**src/rtl/version_store_pkg.sv**
```systemverilog
// Shared types and sizing helpers for the versioned data store controller.
package version_store_pkg;

  typedef enum logic {IDLE, ROUTE} state_t;

  function automatic int slot_idx_w(input int n);
    return (n > 1) ? $clog2(n) : 1;
  endfunction

  function automatic int version_mod(input int w);
    return 1 << w;
  endfunction

endpackage

```
**src/rtl/version_match.sv**
```systemverilog
// Combinational lookup: is key present in any valid slot?
module version_match #(
  parameter int NUM_SLOTS = 4,
  parameter int VER_W     = 4
) (
  input  logic [NUM_SLOTS-1:0]            valid,
  input  logic [NUM_SLOTS-1:0][VER_W-1:0] versions,
  input  logic [VER_W-1:0]                key,
  output logic                            hit
);

  logic [NUM_SLOTS-1:0] lane_hit;

  for (genvar i = 0; i < NUM_SLOTS; i++) begin : g_lane
    assign lane_hit[i] = valid[i] && (versions[i] == key);
  end

  assign hit = |lane_hit;

endmodule

```
**src/rtl/version_store_ctrl.sv**
```systemverilog
// Round-robin multi-version store feeding an external priority router;
// sequences each read through the router and registers data plus hit flag.
module version_store_ctrl
  import version_store_pkg::*;
#(
  parameter int DATA_WIDTH    = 32,
  parameter int VERSION_WIDTH = 4,
  parameter int VERSION_NUM   = 4
) (
  input  logic                               clk,
  input  logic                               rstN,
  input  logic                               flush,
  input  logic                               wrValid,
  input  logic [DATA_WIDTH-1:0]              wrData,
  output logic                               wrReady,
  output logic [VERSION_WIDTH-1:0]           wrVersion,
  input  logic                               rdValid,
  input  logic [VERSION_WIDTH-1:0]           rdVersion,
  output logic                               rdReady,
  output logic                               rdDataValid,
  output logic [DATA_WIDTH-1:0]              rdData,
  output logic                               rdHit,
  output logic [VERSION_NUM-1:0]             slotValid,
  output logic [VERSION_WIDTH*VERSION_NUM-1:0] versions,
  output logic [DATA_WIDTH*VERSION_NUM-1:0]  dataInputs,
  output logic [VERSION_WIDTH-1:0]           routerReadVersion,
  input  logic [DATA_WIDTH-1:0]              routerDataOut
);

  localparam int PW = slot_idx_w(VERSION_NUM);
  localparam logic [PW-1:0] LAST_SLOT = PW'(VERSION_NUM - 1);

  if (VERSION_NUM < 2 || VERSION_NUM > version_mod(VERSION_WIDTH)) begin : g_param_chk
    $error("VERSION_NUM must be in [2, 2**VERSION_WIDTH]");
  end

  state_t                                      state;
  logic [PW-1:0]                               wr_ptr;
  logic [VERSION_WIDTH-1:0]                    next_ver;
  logic                                        hit_req;
  logic [VERSION_NUM-1:0][VERSION_WIDTH-1:0]   ver_q;
  logic [VERSION_NUM-1:0][DATA_WIDTH-1:0]      data_q;
  logic [VERSION_NUM-1:0][VERSION_WIDTH-1:0]   eff_ver;
  logic [VERSION_NUM-1:0]                      eff_vld;
  logic                                        wr_acc;
  logic                                        hit_now;

  assign wrReady    = (state == IDLE) && !flush;
  assign rdReady    = (state == IDLE) && !flush;
  assign wrVersion  = next_ver;
  assign versions   = ver_q;
  assign dataInputs = data_q;
  assign wr_acc     = wrValid && wrReady;

  // A read accepted alongside a write must see that write, so the hit
  // lookup runs on the store as it will look after this edge.
  always_comb begin
    eff_ver = ver_q;
    eff_vld = slotValid;
    if (wr_acc) begin
      eff_ver[wr_ptr] = next_ver;
      eff_vld[wr_ptr] = 1'b1;
    end
  end

  version_match #(
    .NUM_SLOTS (VERSION_NUM),
    .VER_W     (VERSION_WIDTH)
  ) u_match (
    .valid    (eff_vld),
    .versions (eff_ver),
    .key      (rdVersion),
    .hit      (hit_now)
  );

  always_ff @(posedge clk or negedge rstN) begin
    if (!rstN) begin
      state             <= IDLE;
      wr_ptr            <= '0;
      next_ver          <= '0;
      hit_req           <= 1'b0;
      slotValid         <= '0;
      ver_q             <= '0;
      data_q            <= '0;
      routerReadVersion <= '0;
      rdData            <= '0;
      rdHit             <= 1'b0;
      rdDataValid       <= 1'b0;
    end else begin
      rdDataValid <= 1'b0;
      if (flush) begin
        state     <= IDLE;
        wr_ptr    <= '0;
        next_ver  <= '0;
        hit_req   <= 1'b0;
        slotValid <= '0;
        ver_q     <= '0;
        data_q    <= '0;
      end else begin
        if (wr_acc) begin
          data_q[wr_ptr]    <= wrData;
          ver_q[wr_ptr]     <= next_ver;
          slotValid[wr_ptr] <= 1'b1;
          wr_ptr            <= (wr_ptr == LAST_SLOT) ? '0 : wr_ptr + 1'b1;
          next_ver          <= next_ver + 1'b1;
        end
        case (state)
          IDLE: if (rdValid) begin
            state             <= ROUTE;
            routerReadVersion <= rdVersion;
            hit_req           <= hit_now;
          end
          // Invalid slots can alias in the router; only hit_req decides.
          ROUTE: begin
            state       <= IDLE;
            rdData      <= hit_req ? routerDataOut : '0;
            rdHit       <= hit_req;
            rdDataValid <= 1'b1;
          end
          default: state <= IDLE;
        endcase
      end
    end
  end

endmodule

```
**config.mk**
```make
export PLATFORM = sky130hd
export DESIGN_NAME = version_store_ctrl
export DESIGN_NICKNAME = d
export VERILOG_FILES = /design/src/rtl/version_store_pkg.sv /design/src/rtl/version_match.sv /design/src/rtl/version_store_ctrl.sv
export SDC_FILE = /design/constraint.sdc
export NUM_CORES = 1
export LEC_CHECK = 0
export ABC_AREA = 1
export BUFFER_PORTS_ARGS = -buffer_cell sky130_fd_sc_hd__buf_2
export CAP_MARGIN = 20
export CORE_MARGIN = 2
export CORE_UTILIZATION = 46
export DETAILED_ROUTE_END_ITERATION = 16
export MAX_ROUTING_LAYER = met4
export PLACE_DENSITY_LB_ADDON = 0.05
export SLEW_MARGIN = 20
export SYNTH_ARGS = -nofsm -noshare
export SYNTH_HDL_FRONTEND = slang
export SYNTH_SLANG_ARGS = --single-unit
export TNS_END_PERCENT = 1
```
**constraint.sdc**
```tcl
create_clock -name clk -period 4.5 [get_ports clk]
set_input_delay 0 -clock clk [delete_from_list [all_inputs] [get_ports clk]]
set_output_delay 0 -clock clk [all_outputs]
set_load 0.03 [all_outputs]
```
==> flow_metrics.env <==
export IMPL_totalWireLength_um=25300
export IMPL_ioPinCount=265
export IMPL_grt_start_max_net_pins=125
export IMPL_synth_seq_cells=194
export IMPL_reg2reg_depth=12
export IMPL_ys_warnings_count=0
export IMPL_drt_iter0_markers=572
export IMPL_cts_tree="built"
export IMPL_critPathCaptureType="flip-flop"
export IMPL_hp_class="input pin to flip-flop"
export IMPL_start_kind="flip-flop"
export IMPL_gp_congestion=0.837
export IMPL_core_um2=18000
export IMPL_leakage_nw=6.00
export IMPL_mostFrequentLayoutCells="buf_2 (263), nand2_1 (212), dfrtp_1 (194)"
export IMPL_min_from="wrValid"
export IMPL_cts_resized_gates=0
export IMPL_synth_cell_type_count=28
export IMPL_grt_use_total=0.270
export IMPL_setup_tns_ns=0
export IMPL_slew_headroom=0.261
export IMPL_use_met2=0.411
export IMPL_antenna_found_initial=0
export IMPL_final_common_cell="buf_2"
export IMPL_grt_overflow=0
export IMPL_setup_worst_path_class="flip-flop to flip-flop"
export IMPL_async_flop_share=1.00
export IMPL_placementRows=49
export IMPL_clk_latency_ns=0.42
export IMPL_cts_made_buffers=17
export IMPL_yosysSeqAreaShare=0.577
export IMPL_ir_drop_uv=273
export IMPL_ys_flop_type="dfrtp_1"
export IMPL_clock_skew_final_ns=0.0120
export IMPL_viasPerCell=5.32
export IMPL_path_max_fanout=35
export IMPL_rsz0062_at_grt="no"
export IMPL_r2r_end="hit_req"
export IMPL_slew_viol_final=0
export IMPL_wl_per_cell_um=17.4
export IMPL_route_detailed_drc=0
export IMPL_power_density_nw_per_um2=357
export IMPL_status="finished clean"
export IMPL_area_growth_pct=32.6
export IMPL_num_vias=7729
export IMPL_clockRootBuffer="clkbuf_16"
export IMPL_synth_area_per_cell_um2=9.12
export IMPL_critPathArrivalTime_ns=3.24
export IMPL_first_global_vias=7405
export IMPL_fin_nets=1291
export IMPL_synth_edf_count=0
export IMPL_period_share=0.651
export IMPL_syn_inst=922
export IMPL_min_to="versions[9]"
export IMPL_syn_area_um2=8410
export IMPL_die_h_um=139
export IMPL_drive_above_1_share=0.260
export IMPL_max_freq_mhz=341
export IMPL_hold_viol=0
export IMPL_die_area_um2=19400
export IMPL_rr_startpoint="state"
export IMPL_startpoint="state"
export IMPL_hold_slack_ns=0.0289
export IMPL_die_w_um=139
export IMPL_start_util=0.468
export IMPL_n_fill_cell=1602
export IMPL_drv_cap=0
export IMPL_multi_input_area_um2=3100
export IMPL_n_antenna_cell=0
export IMPL_dpl_hpwl_um=16000
export IMPL_clkSinkCount=194
export IMPL_final_seq_area_um2=4850
export IMPL_setup_viol=0
export IMPL_finalCriticalPeriod_ns=2.93
export IMPL_numPortBuffers=264
export IMPL_grt_util_met3=0.0649
export IMPL_whs_path_depth=3
export IMPL_grt_pass1_wl_um=40600
export IMPL_final_core_util=0.621
export IMPL_gr_usage_met1=0.357
export IMPL_cts_max_level=4
export IMPL_antenna_left=0
export IMPL_grt_busiest_layer="met2"
export IMPL_clk_path_buf_depth=2
export IMPL_synth_nets=1002
export IMPL_r2r_slack_ns=1.57
export IMPL_drtPass1Iterations=5
export IMPL_cp_required_ns=4.81
export IMPL_tightest_slew_ns=1.11
export IMPL_clk_pin_slew_ns=0.07
## worst max path at each step
stage | slack, ns | endpoint | depth (start not counted)
finish | 1.57 | hit_req | 12
global placement | 1.63 | hit_req | 12
floorplan | 2.81 | hit_req | 12
global route | 1.25 | hit_req | 12
CTS | 1.59 | hit_req | 12
detailed placement | 1.62 | hit_req | 12
## Yosys cell counts (all sizes together) (3+ instances only)
master | n | area (um2)
a21oi | 21 | 105
a32o | 32 | 320
buf | 24 | 125
clkbuf | 47 | 176
dfrtp | 194 | 4850
ha | 7 | 87.6
inv | 40 | 150
nand2 | 214 | 813
nand3 | 140 | 716
nand4 | 3 | 18.8
nor2 | 54 | 218
o21ai | 108 | 541
o31ai | 32 | 240
## cell type report
class | count | share of cell area
clock buffer | 19 | 0.0388
clock inverter | 13 | 0.0206
inverter | 41 | 0.0140
multi-input combinational | 616 | 0.278
sequential | 194 | 0.435
tap | 229 | 0.0257
timing repair buffer | 341 | 0.187
## sequential cells by signal (all words and copies together) (netlist names)
signal	count
versions	16
rdHit	1
routerReadVersion	4
rdDataValid	1
hit_req	1
wr_ptr	2
slotValid	4
wrVersion	4
dataInputs	128
state	1
rdData	32
## cell families after synthesis
family                     after synthesis  share of synthesized area
buffers and inverters                  112                     0.0542
adders and majority gates                7                     0.0104
DFF                                    194                      0.577
AOI/OAI and AO/OA                      194                      0.144
and+or+nand+nor                        413                      0.211
xor gates and xnor gates                 1                    0.00104
muxes                                    1                    0.00134
## report_power, final
group | switching, mW | internal, mW
Clock | 0.658 | 1.05
Combinational | 0.325 | 0.143
Sequential | 0.0269 | 1.78
## per-layer routing
layer,up-vias,part of all wire
li1,3713,-
met1,3661,0.43
met2,309,0.47
met3,46,0.070
met4,0,0.021
met5,-,0
## through the flow
stage	worst slack, ns	cell area [um2]	total power, mW	cells
final	1.57	11200	3.98	1453
after global routing	1.25	11200	4.13	1453
after CTS	1.59	11100	4.02	1452
after detailed placement	1.62	9820	2.26	1354
after global placement	1.63	9820	2.26	1354
after floorplan	2.81	8410	2.09	922
## what timing repair did
action	in CTS	in global routing
hold buffers	66	1
buffers inserted	0	0
hold endpoints to repair	201	1
## worst max-delay path: stages, from the launching register on
cell     delay, ns
dfrtp_1       0.42
inv_2         0.41
nand2_1       0.17
nor2_4        0.49
nand2_2       0.62
nand2_1       0.24
nand3_1       0.09
nand2_1       0.07
nor2_1        0.05
nand2_1       0.05
nand2_1       0.05
o21ai_1       0.11
nand2_1       0.05
No activity file was read; power rests on OpenSTA's default activity.
